### src/rtl/bch_pkg.sv
`default_nettype none
// ============================================================================
// Module      : bch_pkg
// Description : Shared constants, state type and LFSR step function for the
//               BCH(31,16,t=3) encoder and decoder.
//               N        - codeword length (31)
//               K        - message length (16)
//               NK       - parity length (15)
//               GEN_POLY - generator polynomial g(x) = 0x8FAF
// Revision    : 1.0 - initial release
// ============================================================================
package bch_pkg;

    localparam int          N        = 31;
    localparam int          K        = 16;
    localparam int          NK       = N - K;
    localparam logic [15:0] GEN_POLY = 16'h8FAF;

    typedef enum logic [0:0] {
        IDLE  = 1'b0,
        SHIFT = 1'b1
    } bch_state_t;

    // One step of the division register: the x^15 term of g(x) is implicit,
    // so only the low NK bits of the generator are folded back in.
    function automatic logic [NK-1:0] lfsr_step(input logic [NK-1:0] r,
                                                input logic          b);
        logic fb;
        fb = b ^ r[NK-1];
        return {r[NK-2:0], 1'b0} ^ (fb ? GEN_POLY[NK-1:0] : {NK{1'b0}});
    endfunction

endpackage
`default_nettype wire

### src/rtl/bch_lfsr.sv
`default_nettype none
// ============================================================================
// Module      : bch_lfsr
// Description : 15-bit polynomial division register for the BCH encoder.
//               Ports:
//                 clk      - system clock, rising edge
//                 reset    - synchronous active-high reset
//                 clear    - synchronous clear (start of a new message)
//                 shift_en - advance one message bit
//                 bit_in   - message bit, MSB first
//                 r        - current remainder
// Revision    : 1.0 - initial release
// ============================================================================
module bch_lfsr
    import bch_pkg::*;
(
    input  logic          clk,
    input  logic          reset,
    input  logic          clear,
    input  logic          shift_en,
    input  logic          bit_in,
    output logic [NK-1:0] r
);

    logic [NK-1:0] r_lfsr;

    always_ff @(posedge clk) begin
        if (reset || clear) begin
            r_lfsr <= '0;
        end else if (shift_en) begin
            r_lfsr <= lfsr_step(r_lfsr, bit_in);
        end
    end

    assign r = r_lfsr;

endmodule
`default_nettype wire

### src/rtl/bch_encoder.sv
`default_nettype none
// ============================================================================
// Module      : bch_encoder
// Description : Bit-serial systematic BCH(31,16,t=3) encoder.
//               A message is accepted when idle and readready is high, then
//               shifted MSB first through the division register for 16
//               cycles; the codeword {data, parity} is registered on the last
//               shift together with a one-cycle outready pulse.
//               Ports:
//                 clk       - system clock, rising edge
//                 reset     - synchronous active-high reset
//                 data      - message word, sampled on accept
//                 readready - encode request, ignored while busy
//                 busy      - encoding in progress
//                 outready  - one-cycle pulse, outdata holds a new codeword
//                 outdata   - codeword {data, parity}
//                 err_mask  - (BCH_ENC_ERRINJ_EN only) error pattern XORed
//                             into the codeword, sampled on accept
//               Optional build macro: BCH_ENC_ERRINJ_EN
// Revision    : 1.0 - initial release
// ============================================================================
module bch_encoder #(
    parameter int N = bch_pkg::N,
    parameter int K = bch_pkg::K
) (
    input  logic         clk,
    input  logic         reset,
    input  logic [K-1:0] data,
    input  logic         readready,
`ifdef BCH_ENC_ERRINJ_EN
    input  logic [N-1:0] err_mask,
`endif
    output logic         busy,
    output logic         outready,
    output logic [N-1:0] outdata
);

    import bch_pkg::*;

    localparam int CNT_W = $clog2(K);

    bch_state_t       r_state;
    bch_state_t       w_state_next;
    logic             w_accept;
    logic             w_last;
    logic             w_shift;
    logic             w_bit;
    logic [K-1:0]     r_data;
    logic [CNT_W-1:0] r_cnt;
    logic [NK-1:0]    w_r;
    logic [N-1:0]     w_mask;

    // ------------------------------------------------------------------
    // State register
    // ------------------------------------------------------------------
    always_ff @(posedge clk) begin
        if (reset) begin
            r_state <= IDLE;
        end else begin
            r_state <= w_state_next;
        end
    end

    // ------------------------------------------------------------------
    // Next-state and control decode
    // ------------------------------------------------------------------
    always_comb begin
        w_state_next = r_state;
        w_accept     = 1'b0;
        w_last       = 1'b0;
        w_shift      = 1'b0;
        busy         = 1'b0;
        case (r_state)
            IDLE: begin
                if (readready) begin
                    w_accept     = 1'b1;
                    w_state_next = SHIFT;
                end
            end
            SHIFT: begin
                busy    = 1'b1;
                w_shift = 1'b1;
                // Counter holds the index of the bit being shifted, so the
                // final (LSB) shift happens while it reads zero.
                if (r_cnt == '0) begin
                    w_last       = 1'b1;
                    w_state_next = IDLE;
                end
            end
            default: begin
                w_state_next = IDLE;
            end
        endcase
    end

    assign w_bit = r_data[r_cnt];

    // ------------------------------------------------------------------
    // Optional error injection
    // ------------------------------------------------------------------
`ifdef BCH_ENC_ERRINJ_EN
    logic [N-1:0] r_mask;

    always_ff @(posedge clk) begin
        if (reset) begin
            r_mask <= '0;
        end else if (w_accept) begin
            r_mask <= err_mask;
        end
    end

    assign w_mask = r_mask;
`else
    assign w_mask = '0;
`endif

    // ------------------------------------------------------------------
    // Division register
    // ------------------------------------------------------------------
    bch_lfsr u_lfsr (
        .clk      (clk),
        .reset    (reset),
        .clear    (w_accept),
        .shift_en (w_shift),
        .bit_in   (w_bit),
        .r        (w_r)
    );

    // ------------------------------------------------------------------
    // Message latch, bit counter and output register
    // ------------------------------------------------------------------
    always_ff @(posedge clk) begin
        if (reset) begin
            r_data   <= '0;
            r_cnt    <= '0;
            outready <= 1'b0;
            outdata  <= '0;
        end else begin
            outready <= 1'b0;
            if (w_accept) begin
                r_data <= data;
                r_cnt  <= CNT_W'(K - 1);
            end else if (w_shift) begin
                if (w_last) begin
                    // Parity is taken from the remainder including this
                    // final bit, not the value still held in the register.
                    outdata  <= {r_data, lfsr_step(w_r, w_bit)} ^ w_mask;
                    outready <= 1'b1;
                end else begin
                    r_cnt <= r_cnt - 1'b1;
                end
            end
        end
    end

endmodule
`default_nettype wire

### config.mk
export PLATFORM = sky130hd
export DESIGN_NAME = bch_encoder
export DESIGN_NICKNAME = d
export VERILOG_FILES = /design/src/rtl/bch_pkg.sv /design/src/rtl/bch_lfsr.sv /design/src/rtl/bch_encoder.sv
export SDC_FILE = /design/constraint.sdc
export NUM_CORES = 1
export LEC_CHECK = 0
export ABC_AREA = 1
export BUFFER_PORTS_ARGS = -buffer_cell sky130_fd_sc_hd__buf_2
export CAP_MARGIN = 0
export CORE_ASPECT_RATIO = 1.1
export CORE_MARGIN = 1
export CORE_UTILIZATION = 45
export DETAILED_ROUTE_END_ITERATION = 10
export PLACE_DENSITY = 0.71
export SLEW_MARGIN = 20
export SYNTH_ARGS = -nofsm -noshare
export SYNTH_HDL_FRONTEND = slang
export SYNTH_SLANG_ARGS = --single-unit
### constraint.sdc
create_clock -name clk -period 5.39 [get_ports clk]
set_clock_uncertainty 0.05 [all_clocks]
set_input_delay 1.078 -clock clk [delete_from_list [all_inputs] [get_ports clk]]
set_output_delay 1.078 -clock clk [all_outputs]
set_load 0.02 [all_outputs]
# Word level (Yosys, flattened, before mapping)
# Cells that the tools add are included.
word_totals:
  output_inout_bits: 33
  wordCells: 34
  inputBits: 19
  regBits: 68
classes:
  bitwise_logic: 5
  n_eq_ne: 1
  n_lt_le_gt_ge: 1
  reduce_logical: 6
  muxes: 14
  add_sub_neg: 1
op_table:
  columns: ["cell", "n"]
  rows:
  - ["$xor 15x15->15", 1]
  - ["$mux 12", 1]
  - ["$mux 4", 3]
  - ["$mux 1", 8]
  - ["$lt 4x5->1 const B", 1]
  - ["$bmux 1 s4", 1]
  - ["$logic_not 4->1", 1]
  - ["$sub 4x1->4 const B", 1]
  - ["$not 1->1", 3]
  - ["$reduce_and 3->1", 1]
  - ["$reduce_or 3->1", 1]
  - ["$ne 2x1->1 const B", 1]
  - ["$pmux 1 s2", 1]
  - ["$reduce_and 2->1", 1]
  - ["$reduce_bool 2->1", 1]
  - ["$logic_or 1x1->1", 1]
  - ["$xor 1x1->1", 1]

# Logic depth before layout (Yosys ltp)
# Gate-level depths: netlist (run 1).
depth:
  ltp_word: 6
  mapped_depth: 13
  mapped_depth_nobuf: 11

# By module
# Synthesis (run 1) repeated with hierarchy kept, for this count alone.
hier_totals:
  cells_unflattened: 465
  area_unflattened_um2: 3161.8
modules_own_cells:
  columns: ["module", "n_inst", "area_per_inst_um2", "cells_each", "seq_area_each_um2"]
  rows:
  - ["bch_encoder", 1, 2402.3, 357, 1061.0]
  - ["bch_lfsr", 1, 759.5, 108, 300.3]

# Least setup slack after synthesis (run 1)
# OpenSTA, ideal clock, no wires.
synth_path:
  kind: "in2reg"
  from: "input port reset"
  to: "register r_data[10]"
  required_ps: 5270
  n_path_buf: 2
  arrival_ps: 1893
  path_stages: 5
  setup_ps: 70
  path_slack_ps: 3377
  cell_sequence: "inv_1 > clkbuf_1 > clkbuf_1 > o21ai_0 > a21oi_1"
synth_rtl:
  columns: ["item", "line_no", "source"]
  rows:
  - ["start, declared", "bch_encoder.sv:27", "input logic reset,"]
  - ["end signal, assigned", "bch_encoder.sv:141", "r_data <= data;"]
  - ["end, declared", "bch_encoder.sv:48", "logic [K-1:0] r_data;"]

# Worst setup path in the final report (run 1)
layout_path:
  from: "register r_state"
  to: "register u_lfsr.r_lfsr[3], in the netlist u_lfsr.r[3]"
layout_via:
  elab_chain_cells: 2
  elab_cells_between_ends: 3
  cone_classes: "2 x mux; 1 x reduce/logical"
layout_lines:
  columns: ["item", "line_no", "source"]
  rows:
  - ["start, declared", "bch_encoder.sv:42", "bch_state_t r_state;"]
  - ["start signal, assigned", "bch_encoder.sv:60", "r_state <= w_state_next;"]
  - ["$mux 1", "bch_encoder.sv:73", "case (r_state)"]
  - ["$logic_or 1x1->1", "bch_lfsr.sv:28", "if (reset || clear) begin"]
  - ["end signal, assigned", "bch_lfsr.sv:31", "r_lfsr <= lfsr_step(r_lfsr, bit_in);"]
  - ["end, declared", "bch_lfsr.sv:25", "logic [NK-1:0] r_lfsr;"]
# Parallel ways exist; a longest one is shown, timed or not.
# A chain may end at the register's enable or synchronous reset.

==> results of run 1 <==
[power by group through the flow]
| stage | Sequential, W | Clock (W) | Combinational (W) |
|---|---|---|---|
| 2_1_floorplan | 0.000583 | 0 | 0.000173 |
| 3_3_place_gp | 0.000572 | 0 | 0.000230 |
| 3_5_place_dp | 0.000572 | 0 | 0.000235 |
| 4_1_cts | 0.000561 | 0.000433 | 0.000238 |
| 5_1_grt | 0.000565 | 0.000452 | 0.000262 |
| 6_report | 0.000561 | 0.000427 | 0.000236 |
[worst paths after layout]
path,slack [ns],to,depth (start not counted),from
worst min register to register,0.41,u_lfsr.r[12],2,u_lfsr.r[11]
worst max register to register,2.43,u_lfsr.r[3],6,r_state
worst max-delay path,2.43,u_lfsr.r[3],6,r_state
worst min-delay path,0.41,u_lfsr.r[12],2,u_lfsr.r[11]
[cell families after synthesis]
kind of cell | count (synthesis)
adder cells (fa/ha/maj) | 2
flip-flops | 68
AO/OA/AOI/OAI | 101
buffers and inverters | 75
AND/OR/NAND/NOR | 126
[sequential cells by signal, summed over array words and instances (netlist names)]
name      count
outdata      31
r_data       16
u_lfsr.r     15
r_cnt         4
outready      1
r_state       1
[per-layer routing]
layer / part of all wire, % / global-route usage [%] / wire [µm] / vias to the layer above
li1: - / - / - / 1305
met1: 45 / 23.08 / 2809 / 1144
met2: 49 / 33.18 / 3040 / 48
met3: 3.1 / 3.246 / 192 / 15
met4: 2.6 / 11.07 / 161 / 0
met5: 0 / 0 / 0 / -
[worst min-delay path, cell delays in order (launching register included)]
cell	delay, ns
sky130_fd_sc_hd__dfxtp_1	0.32
sky130_fd_sc_hd__nand2_1	0.05
sky130_fd_sc_hd__a21oi_1	0.05
[cell usage in the layout (no fill, tap or decap), drive strengths merged]
master / netlist / layout
o21bai: 1 / 1
o21ai: 40 / 40
ha: 2 / 2
nor2: 9 / 9
bufinv: 0 / 1
inv: 56 / 57
a21oi: 49 / 49
dfxtp: 68 / 68
nand2: 58 / 58
nand3: 57 / 57
nand3b: 2 / 2
clkinv: 0 / 4
clkbuf: 11 / 10
a31oi: 1 / 1
buf: 8 / 52
o21a: 10 / 10
[metrics by stage]
step,hold slack (ns),utilization [%],cells
floorplan,0.3863,-,372
CTS,0.4180,54.82,501
global placement,0.3932,51.65,485
global route,0.4455,54.82,501
finish,0.4129,54.82,501
detailed placement,0.4003,51.65,485
[layout make-up]
type	count	area (µm²)
Clock buffer	10	137.6
Clock inverter	6	62.56
Fill cell	619	2849
Inverter	56	210.2
Multi-Input combinational cell	229	1323
Sequential cell	68	1361
Tap cell	80	100.1
Timing Repair Buffer	52	262.8
==> flow_results.xml, run 1 <==
<?xml version="1.0" encoding="UTF-8"?>
<metrics>
  <group name="placement">
    <metric name="port-buffer-count" unit="">51</metric>
    <metric name="preCtsSetupSlack" unit="ns">2.395</metric>
    <metric name="gpl_congestion" unit="">0.7914</metric>
    <metric name="dpl.hpwl" unit="µm">4240</metric>
    <metric name="place_area" unit="mm²">0.003257</metric>
  </group>
  <group name="setup_path">
    <metric name="worstSetupStartpointType" unit="">register</metric>
    <metric name="critPathSlowestCell" unit="">sky130_fd_sc_hd__nand2_1</metric>
    <metric name="worstPathMaxFanout" unit="">35</metric>
    <metric name="path_class" unit="">reg2reg</metric>
    <metric name="cp_data_arrival_time" unit="ns">3.21</metric>
    <metric name="cp_data_required_time" unit="ns">5.64</metric>
    <metric name="critical_path.most_common_cell" unit="">sky130_fd_sc_hd__nand2_1</metric>
    <metric name="cp_top_family" unit="">simple AND/OR/NAND/NOR gates</metric>
    <metric name="crit_path_max_incr_delay" unit="ns">0.81</metric>
    <metric name="critPathBufInv" unit="">2</metric>
    <metric name="worstPathCellList" unit="">inv_2 -&gt; nand2_1 -&gt; nand2_1 -&gt; a21oi_1 -&gt; nand2_1 -&gt; inv_1</metric>
    <metric name="worst_setup_end_kind" unit="">register</metric>
  </group>
  <group name="logic_synthesis">
    <metric name="netlist_instances" unit="">372</metric>
    <metric name="netlist-cell-type-count" unit="">21</metric>
    <metric name="synthAdderAreaFrac" unit="%">0.8382</metric>
    <metric name="synth-warning-count" unit="">0</metric>
    <metric name="synthesis.area_per_instance" unit="µm²">8.025</metric>
    <metric name="ys_seq_elements" unit="">68</metric>
    <metric name="yosys-mux-area-fraction" unit="%">0</metric>
    <metric name="mappedNetlistNets" unit="">393</metric>
    <metric name="yosys.area_share.simple" unit="%">25.48</metric>
    <metric name="synth_largest_area_cell" unit="">sky130_fd_sc_hd__dfxtp_1</metric>
    <metric name="post_synth_most_frequent_cells" unit="">sky130_fd_sc_hd__dfxtp_1, sky130_fd_sc_hd__nand2_1, sky130_fd_sc_hd__inv_1</metric>
    <metric name="synth.top_cell.area_share" unit="%">45.60</metric>
    <metric name="synth_edf_count" unit="">0</metric>
    <metric name="synth_area" unit="mm²">0.002985</metric>
    <metric name="netlist_top_cells_area" unit="">sky130_fd_sc_hd__dfxtp_1, sky130_fd_sc_hd__a21oi_1, sky130_fd_sc_hd__nand2_1</metric>
    <metric name="synth-async-reset-ratio" unit="%">0</metric>
    <metric name="yosysSeqAreaShare" unit="%">45.60</metric>
    <metric name="synth_compound_area_share" unit="%">17.90</metric>
    <metric name="synth_flop_cell" unit="">sky130_fd_sc_hd__dfxtp_1</metric>
    <metric name="yosys.cell_count.top_type" unit="">sky130_fd_sc_hd__dfxtp_1</metric>
    <metric name="post_synth_xor_area_fraction" unit="%">0</metric>
    <metric name="combinational_family_with_the_most_area_after_synthesis" unit="">simple AND/OR/NAND/NOR gates</metric>
  </group>
  <group name="power">
    <metric name="post-layout-total-power" unit="W">0.001223</metric>
    <metric name="irDropWorstVdd" unit="mV">0.1994</metric>
    <metric name="net_switching_fraction_of_the_power" unit="%">31.04</metric>
    <metric name="power_leakage" unit="nW">1.612</metric>
    <metric name="switchingPower" unit="W">0.0003798</metric>
    <metric name="power.share.clock" unit="%">34.9</metric>
    <metric name="internal_power_component" unit="W">0.0008436</metric>
    <metric name="cellPowerDensity" unit="mW/mm²">353.9</metric>
    <metric name="comb_power_share" unit="%">19.3</metric>
    <metric name="seq_power_share" unit="%">45.8</metric>
  </group>
  <group name="cts">
    <metric name="post_cts_resize_count" unit="">0</metric>
    <metric name="h_tree_lvls" unit="">3</metric>
    <metric name="worstSkewPairLatency" unit="ns">0.35</metric>
    <metric name="clock_tree_from_tritoncts" unit="">done</metric>
    <metric name="clock_sink_total" unit="">68</metric>
    <metric name="tritoncts_buffer_count" unit="">9</metric>
    <metric name="root_buffer" unit="">sky130_fd_sc_hd__clkbuf_8</metric>
    <metric name="ctsHoldBuffers" unit="">0</metric>
    <metric name="ctsLongestPathBuffers" unit="">2</metric>
    <metric name="cts.clk_slew.worst_paths" unit="ns">0.08</metric>
    <metric name="cts_setup_buffers" unit="">0</metric>
  </group>
  <group name="floorplan">
    <metric name="top_level_ports" unit="">52</metric>
    <metric name="die_area" unit="mm²">0.006964</metric>
    <metric name="floorplan.initialDensity" unit="%">47.34</metric>
    <metric name="die_h" unit="µm">87.43</metric>
    <metric name="die_w" unit="µm">79.66</metric>
    <metric name="num_rows" unit="">30</metric>
    <metric name="core_region_area" unit="mm²">0.006306</metric>
  </group>
  <group name="cells_and_area">
    <metric name="design_area" unit="mm²">0.003457</metric>
    <metric name="num-nets-final" unit="">437</metric>
    <metric name="areaGrowthSynthToFinish" unit="%">15.80</metric>
    <metric name="antenna_cells" unit="">0</metric>
    <metric name="drive_above_1_share" unit="%">24.70</metric>
  </group>
  <group name="detailed_routing">
    <metric name="wirelength" unit="µm">6203</metric>
    <metric name="detail_route.drc_violations" unit="">0</metric>
    <metric name="detailroute.via_count" unit="">2512</metric>
    <metric name="drt-pass1-iter-count" unit="">4</metric>
    <metric name="remaining_antenna_violation_count" unit="">0</metric>
    <metric name="avgViaCountPerCell" unit="">5.014</metric>
    <metric name="drtIter0Drc" unit="">127</metric>
    <metric name="wire_per_inst" unit="µm">12.38</metric>
  </group>
  <group name="global_routing">
    <metric name="vias_in_the_first_global_route" unit="">2417</metric>
    <metric name="grt_antenna_before_repair" unit="">0</metric>
    <metric name="global_route.usage.total" unit="%">19.50</metric>
    <metric name="wire_length_of_the_first_global_routing_pass" unit="µm">10470</metric>
    <metric name="grt_overflow" unit="">0</metric>
    <metric name="maximum_number_of_pins_on_one_net_before_global_route_repair" unit="">50</metric>
  </group>
  <group name="status">
    <metric name="status" unit="">finished clean</metric>
  </group>
  <group name="timing">
    <metric name="grt_setup_unrepaired" unit="">false</metric>
    <metric name="final-setup-viol-count" unit="">0</metric>
    <metric name="fin_crit_sh" unit="%">54.99</metric>
    <metric name="timing.final.hold_violations" unit="">0</metric>
    <metric name="maxSlewViolCount" unit="">0</metric>
    <metric name="max_slew_margin" unit="%">33.55</metric>
    <metric name="min_cycle_time_layout" unit="ns">2.964</metric>
    <metric name="worst_slew_pin_slew" unit="ns">0.9944</metric>
    <metric name="timing.fmax" unit="MHz">337.4</metric>
    <metric name="setup_ws" unit="ns">2.426</metric>
    <metric name="fin_setup_tns" unit="ns">0</metric>
  </group>
  <group name="hold_path">
    <metric name="min-delay-path-class" unit="">reg2reg</metric>
  </group>
  <group name="run">
    <metric name="max_cap_violations" unit="">0</metric>
  </group>
</metrics>
No activity file was read; power rests on OpenSTA's default activity.
==> inputs of run 2 (changes only) <==
==> constraint.sdc (replaced) <==
create_clock -name clk -period 2.8 [get_ports clk]
set_clock_uncertainty 0.05 [all_clocks]
set_input_delay 0.56 -clock clk [delete_from_list [all_inputs] [get_ports clk]]
set_output_delay 0.56 -clock clk [all_outputs]
set_load 0.02 [all_outputs]
==> flow_results.xml, run 2 (synthesis results as in run 1) <==
<?xml version="1.0" encoding="UTF-8"?>
<metrics>
  <group name="status">
    <metric name="status" unit="">finished clean</metric>
  </group>
  <group name="power">
    <metric name="post-layout-total-power" unit="W">0.002359</metric>
    <metric name="irDropWorstVdd" unit="mV">0.3612</metric>
    <metric name="power_leakage" unit="nW">1.629</metric>
    <metric name="cellPowerDensity" unit="mW/mm²">675.9</metric>
  </group>
  <group name="detailed_routing">
    <metric name="detailroute.via_count" unit="">2512</metric>
    <metric name="drtIter0Drc" unit="">171</metric>
    <metric name="drt-pass1-iter-count" unit="">4</metric>
    <metric name="detail_route.drc_violations" unit="">0</metric>
    <metric name="wirelength" unit="µm">6133</metric>
    <metric name="wire_per_inst" unit="µm">12.14</metric>
    <metric name="remaining_antenna_violation_count" unit="">0</metric>
    <metric name="avgViaCountPerCell" unit="">4.974</metric>
  </group>
  <group name="timing">
    <metric name="grt_setup_unrepaired" unit="">false</metric>
    <metric name="max_slew_margin" unit="%">65.76</metric>
    <metric name="maxSlewViolCount" unit="">0</metric>
    <metric name="timing.final.hold_violations" unit="">0</metric>
    <metric name="fin_crit_sh" unit="%">64.37</metric>
    <metric name="min_cycle_time_layout" unit="ns">1.802</metric>
    <metric name="timing.fmax" unit="MHz">554.9</metric>
    <metric name="fin_setup_tns" unit="ns">0</metric>
    <metric name="worst_slew_pin_slew" unit="ns">0.5124</metric>
    <metric name="final-setup-viol-count" unit="">0</metric>
  </group>
  <group name="setup_path">
    <metric name="cp_data_required_time" unit="ns">3.03</metric>
    <metric name="worstSetupStartpointType" unit="">register</metric>
    <metric name="r2r_start" unit="">r_cnt[0]</metric>
    <metric name="worstPathCellList" unit="">inv_2 -&gt; ha_1 -&gt; nand3_1 -&gt; nor2_2 -&gt; buf_4 -&gt; inv_2 -&gt; nor2_2 -&gt; inv_1 -&gt; o21ai_1</metric>
    <metric name="critPathSlowestCell" unit="">sky130_fd_sc_hd__dfxtp_1</metric>
    <metric name="cp_data_arrival_time" unit="ns">2.03</metric>
    <metric name="worst-r2r-cell-count" unit="">9</metric>
    <metric name="ff2ff_setup_slack" unit="ns">1.0</metric>
    <metric name="timing.rr.end" unit="">outdata[6]</metric>
    <metric name="path_class" unit="">reg2reg</metric>
    <metric name="worst_setup_end_kind" unit="">register</metric>
    <metric name="crit_end" unit="">outdata[6]</metric>
    <metric name="worstPathMaxFanout" unit="">20</metric>
    <metric name="crit_path_max_incr_delay" unit="ns">0.39</metric>
    <metric name="setup.worst_path.start" unit="">r_cnt[0]</metric>
  </group>
  <group name="hold_path">
    <metric name="min_path_cells" unit="">2</metric>
    <metric name="hp-start" unit="">u_lfsr.r[5]</metric>
    <metric name="min-delay-path-class" unit="">reg2reg</metric>
  </group>
  <group name="global_routing">
    <metric name="grt_overflow" unit="">0</metric>
    <metric name="wire_length_of_the_first_global_routing_pass" unit="µm">10410</metric>
    <metric name="grt_antenna_before_repair" unit="">0</metric>
    <metric name="vias_in_the_first_global_route" unit="">2385</metric>
    <metric name="global_route.usage.total" unit="%">19.73</metric>
    <metric name="maximum_number_of_pins_on_one_net_before_global_route_repair" unit="">49</metric>
  </group>
  <group name="cts">
    <metric name="ctsHoldBuffers" unit="">0</metric>
    <metric name="ctsLongestPathBuffers" unit="">2</metric>
    <metric name="cts_setup_buffers" unit="">0</metric>
    <metric name="clock_sink_total" unit="">68</metric>
    <metric name="tritoncts_buffer_count" unit="">9</metric>
    <metric name="root_buffer" unit="">sky130_fd_sc_hd__clkbuf_8</metric>
    <metric name="post_cts_resize_count" unit="">0</metric>
    <metric name="clock_tree_from_tritoncts" unit="">done</metric>
    <metric name="h_tree_lvls" unit="">3</metric>
    <metric name="worstSkewPairLatency" unit="ns">0.34</metric>
    <metric name="cts.clk_slew.worst_paths" unit="ns">0.07</metric>
  </group>
  <group name="floorplan">
    <metric name="floorplan.initialDensity" unit="%">47.34</metric>
    <metric name="die_h" unit="µm">87.43</metric>
    <metric name="die_area" unit="mm²">0.006964</metric>
    <metric name="num_rows" unit="">30</metric>
    <metric name="die_w" unit="µm">79.66</metric>
    <metric name="core_region_area" unit="mm²">0.006306</metric>
    <metric name="top_level_ports" unit="">52</metric>
  </group>
  <group name="cells_and_area">
    <metric name="post_layout_nonfiller_instances" unit="">505</metric>
    <metric name="mostFrequentLayoutCell" unit="">sky130_fd_sc_hd__dfxtp_1</metric>
    <metric name="num-nets-final" unit="">441</metric>
    <metric name="drive_above_1_share" unit="%">24.94</metric>
    <metric name="areaGrowthSynthToFinish" unit="%">16.89</metric>
    <metric name="largest-register" unit="">outdata</metric>
    <metric name="layout.cells.most_common_list" unit="">sky130_fd_sc_hd__dfxtp_1, sky130_fd_sc_hd__nand2_1, sky130_fd_sc_hd__inv_1</metric>
    <metric name="antenna_cells" unit="">0</metric>
    <metric name="largest_register_ffs" unit="">31</metric>
  </group>
  <group name="placement">
    <metric name="dp.cells" unit="">489</metric>
    <metric name="gpl_congestion" unit="">0.8098</metric>
    <metric name="port-buffer-count" unit="">51</metric>
    <metric name="dpl.hpwl" unit="µm">4234</metric>
  </group>
  <group name="run">
    <metric name="max_cap_violations" unit="">0</metric>
  </group>
</metrics>
[run 2: worst min path at each step]
stage,to,slack [ns]
CTS,r_data[15],0.40
floorplan,u_lfsr.r[12],0.39
global route,r_cnt[1],0.42
global placement,u_lfsr.r[6],0.39
detailed placement,u_lfsr.r[6],0.40
finish,u_lfsr.r[6],0.41
[run 2: final cells by class]
class	instances	area (µm²)
clock buffer	12	155.1
multi-input combinational	229	1323
fill	613	2816
inverter	56	210.2
clock inverter	4	47.55
tap	80	100.1
sequential	68	1361
timing repair buffer	56	292.8
[run 2: through the flow]
step	cell area [µm²]	hold WS, ns	utilization, %	worst slack (ns)
global placement	3287	0.3914	52.12	1.074
floorplan	2985	0.3863	-	1.102
detailed placement	3287	0.4034	52.12	1.015
finish	3490	0.4147	55.34	0.9977
global route	3490	0.4246	55.34	0.7995
CTS	3490	0.4012	55.34	0.9906
[run 2: where the power goes]
group          leakage [nW]  switching [W]  internal, W  total, W
combinational         0.971       0.000303     0.000159  0.000462
clock                 0.102       0.000367     0.000457  0.000824
sequential            0.556      0.0000371      0.00103   0.00107
total                  1.63       0.000707      0.00165   0.00236
[run 2: per-layer routing]
layer	track usage, %	vias to the layer above	wire length (µm)
met1	22.40	1148	2864
met5	0	-	0
met4	7.934	0	61
li1	-	1309	-
met2	34.03	49	2951
met3	6.283	6	256
[run 2: critical path: cells and delay by family (launching register included)]
kind | cells | cell delay (ns)
adders and majority gates | 1 | 0.17
AOI/OAI and AO/OA | 1 | 0.12
buffers and inverters | 4 | 0.63
and+or+nand+nor | 3 | 0.36
DFF | 1 | 0.39
==> inputs of run 3 (changes only) <==
--- a/config.mk
+++ b/config.mk
@@ -12,7 +12,7 @@
 export CORE_MARGIN = 1
 export CORE_UTILIZATION = 45
 export DETAILED_ROUTE_END_ITERATION = 10
-export PLACE_DENSITY = 0.71
+export PLACE_DENSITY = 0.74
 export SLEW_MARGIN = 20
 export SYNTH_ARGS = -nofsm -noshare
 export SYNTH_HDL_FRONTEND = slang
==> constraint.sdc (replaced) <==
create_clock -name clk -period 1.6 [get_ports clk]
set_clock_uncertainty 0.05 [all_clocks]
set_input_delay 0.32 -clock clk [delete_from_list [all_inputs] [get_ports clk]]
set_output_delay 0.32 -clock clk [all_outputs]
set_load 0.02 [all_outputs]
==> flow_results.xml, run 3 (synthesis results as in run 1) <==
<?xml version="1.0" encoding="UTF-8"?>
<metrics>
  <group name="hold_path">
    <metric name="min-delay-path-class" unit="">in2reg</metric>
  </group>
  <group name="global_routing">
    <metric name="grt-busiest-layer" unit="">met2</metric>
    <metric name="met3_usage" unit="%">6.178</metric>
    <metric name="grt_antenna_before_repair" unit="">0</metric>
    <metric name="global_route.usage.total" unit="%">20.92</metric>
    <metric name="vias_in_the_first_global_route" unit="">2472</metric>
    <metric name="grt_overflow" unit="">0</metric>
    <metric name="grt_use_met2" unit="%">33.57</metric>
    <metric name="maximum_number_of_pins_on_one_net_before_global_route_repair" unit="">42</metric>
    <metric name="grt_use_met1" unit="%">25.18</metric>
    <metric name="wire_length_of_the_first_global_routing_pass" unit="µm">11140</metric>
  </group>
  <group name="detailed_routing">
    <metric name="drt-pass1-iter-count" unit="">4</metric>
    <metric name="remaining_antenna_violation_count" unit="">0</metric>
    <metric name="avgViaCountPerCell" unit="">5.214</metric>
    <metric name="drtIter0Drc" unit="">128</metric>
    <metric name="detail_route.drc_violations" unit="">0</metric>
    <metric name="wirelength" unit="µm">7165</metric>
    <metric name="wire_per_inst" unit="µm">13.81</metric>
    <metric name="detailroute.via_count" unit="">2706</metric>
  </group>
  <group name="floorplan">
    <metric name="core_region_area" unit="mm²">0.006306</metric>
    <metric name="floorplan.initialDensity" unit="%">47.34</metric>
    <metric name="top_level_ports" unit="">52</metric>
    <metric name="die_w" unit="µm">79.66</metric>
    <metric name="die_h" unit="µm">87.43</metric>
    <metric name="num_rows" unit="">30</metric>
    <metric name="die_area" unit="mm²">0.006964</metric>
  </group>
  <group name="cts">
    <metric name="cts.clk_slew.worst_paths" unit="ns">0.07</metric>
    <metric name="ctsLongestPathBuffers" unit="">2</metric>
    <metric name="clock_tree_from_tritoncts" unit="">done</metric>
    <metric name="clock_sink_total" unit="">68</metric>
    <metric name="worstSkewPairLatency" unit="ns">0.35</metric>
    <metric name="tritoncts_buffer_count" unit="">9</metric>
    <metric name="h_tree_lvls" unit="">3</metric>
    <metric name="root_buffer" unit="">sky130_fd_sc_hd__clkbuf_8</metric>
  </group>
  <group name="timing">
    <metric name="maxSlewViolCount" unit="">0</metric>
    <metric name="max_slew_margin" unit="%">63.36</metric>
    <metric name="min_cycle_time_layout" unit="ns">1.655</metric>
    <metric name="fin_hold_ws" unit="ns">0.1971</metric>
    <metric name="timing.fmax" unit="MHz">604.1</metric>
    <metric name="fin_setup_tns" unit="ns">-0.3035</metric>
    <metric name="worst_slew_pin_slew" unit="ns">0.5483</metric>
    <metric name="fin_crit_sh" unit="%">103.5</metric>
    <metric name="grt_setup_unrepaired" unit="">true</metric>
    <metric name="final-setup-viol-count" unit="">16</metric>
    <metric name="setup_ws" unit="ns">-0.05546</metric>
    <metric name="timing.final.hold_violations" unit="">0</metric>
  </group>
  <group name="cells_and_area">
    <metric name="design_area" unit="mm²">0.003787</metric>
    <metric name="layout.core_utilization" unit="%">60.06</metric>
    <metric name="mostFrequentLayoutCell" unit="">sky130_fd_sc_hd__dfxtp_1</metric>
    <metric name="largest_register_ffs" unit="">31</metric>
    <metric name="drive_above_1_share" unit="%">30.98</metric>
    <metric name="layout.cells.most_common_list" unit="">sky130_fd_sc_hd__dfxtp_1, sky130_fd_sc_hd__nand2_1, sky130_fd_sc_hd__inv_1, sky130_fd_sc_hd__buf_2, sky130_fd_sc_hd__a21oi_1</metric>
    <metric name="areaGrowthSynthToFinish" unit="%">26.86</metric>
    <metric name="largest-register" unit="">outdata</metric>
    <metric name="num-nets-final" unit="">457</metric>
    <metric name="antenna_cells" unit="">0</metric>
  </group>
  <group name="placement">
    <metric name="port-buffer-count" unit="">51</metric>
    <metric name="gpl_congestion" unit="">0.8738</metric>
    <metric name="dpl.hpwl" unit="µm">4491</metric>
    <metric name="preCtsSetupSlack" unit="ns">-0.01119</metric>
    <metric name="place_area" unit="mm²">0.003362</metric>
  </group>
  <group name="status">
    <metric name="status" unit="">finished with violations</metric>
    <metric name="violations" unit="">setup timing</metric>
  </group>
  <group name="power">
    <metric name="cellPowerDensity" unit="mW/mm²">1136</metric>
    <metric name="irDropWorstVdd" unit="mV">0.7760</metric>
    <metric name="power_leakage" unit="nW">1.747</metric>
  </group>
  <group name="setup_path">
    <metric name="worst_setup_end_kind" unit="">register</metric>
    <metric name="cp_data_arrival_time" unit="ns">1.85</metric>
    <metric name="worstPathMaxFanout" unit="">5</metric>
    <metric name="worstSetupStartpointType" unit="">register</metric>
    <metric name="cp_data_required_time" unit="ns">1.80</metric>
    <metric name="path_class" unit="">reg2reg</metric>
  </group>
  <group name="run">
    <metric name="max_cap_violations" unit="">0</metric>
  </group>
</metrics>
-- run 3: cell types whose count changed in the layout (fill, tap and decap cells not counted), moves of 2 or more --
cell                      previous run  this run
sky130_fd_sc_hd__buf_12              0         2
sky130_fd_sc_hd__buf_4               5        10
sky130_fd_sc_hd__nand3_1            33        22
sky130_fd_sc_hd__nor2_4              0         2
sky130_fd_sc_hd__nand3_2            20        27
sky130_fd_sc_hd__nand3_4             4        10
sky130_fd_sc_hd__nand2_4             0         2
sky130_fd_sc_hd__buf_6               0         5
-- run 3: path summary, 6_finish.rpt --
path	from	to	slack [ns]	cells past startpoint
worst max-delay path	r_cnt[0]	u_lfsr.r[3]	-0.06	11
worst min-delay path	data[2]	r_data[2]	0.20	3
worst max register to register	r_cnt[0]	u_lfsr.r[3]	-0.06	11
worst min register to register	u_lfsr.r[5]	u_lfsr.r[6]	0.41	2
-- run 3: through the flow --
step / total power [W] / cells
floorplan: 0.002549 / 372
detailed placement: 0.002761 / 499
CTS: 0.004172 / 515
global placement: 0.002740 / 499
global route: 0.004503 / 519
finish: 0.004302 / 519
-- run 3: cell type report --
class / instances / area, µm²
Timing Repair Buffer: 68 / 426.7
Tap cell: 80 / 100.1
Multi-Input combinational cell: 233 / 1493
Fill cell: 578 / 2519
Clock buffer: 12 / 155.1
Clock inverter: 2 / 35.03
Inverter: 56 / 212.7
Sequential cell: 68 / 1365
-- run 3: power by group --
group          leakage (nW)  internal (W)  switching (W)  total, W
combinational          1.09      0.000375       0.000649   0.00102
clock                0.0983      0.000786       0.000616   0.00140
sequential            0.557       0.00181      0.0000642   0.00188
total                  1.75       0.00297        0.00133   0.00430
-- run 3: repair_timing --
item | 4_1_cts | 5_1_grt
resized for setup | 5 | 28
cloned | 2 | 2
endpoints found under the setup margin | 5 | 44
pin swaps | 0 | 8
setup buffers | 0 | 2
hold buffers | 0 | 0
-- run 3: metal layers --
metal  part of all wire [%]  up-vias
li1                       -     1357
met1                     44     1261
met2                     49       67
met3                    3.9       21
met4                    3.1        0
met5                      0        -
-- run 3: worst max-delay path, stage by stage, from the launching register on --
cell and delay [ns]:
sky130_fd_sc_hd__dfxtp_4 0.36, sky130_fd_sc_hd__buf_6 0.12, sky130_fd_sc_hd__o21ai_2 0.11, sky130_fd_sc_hd__nand2_1 0.08, sky130_fd_sc_hd__nand3_2 0.09, sky130_fd_sc_hd__nand3_4 0.15, sky130_fd_sc_hd__nand2_8 0.16, sky130_fd_sc_hd__nand2_8 0.10
sky130_fd_sc_hd__nand3_4 0.11, sky130_fd_sc_hd__nand3_1 0.09, sky130_fd_sc_hd__nand2_1 0.08, sky130_fd_sc_hd__inv_1 0.05
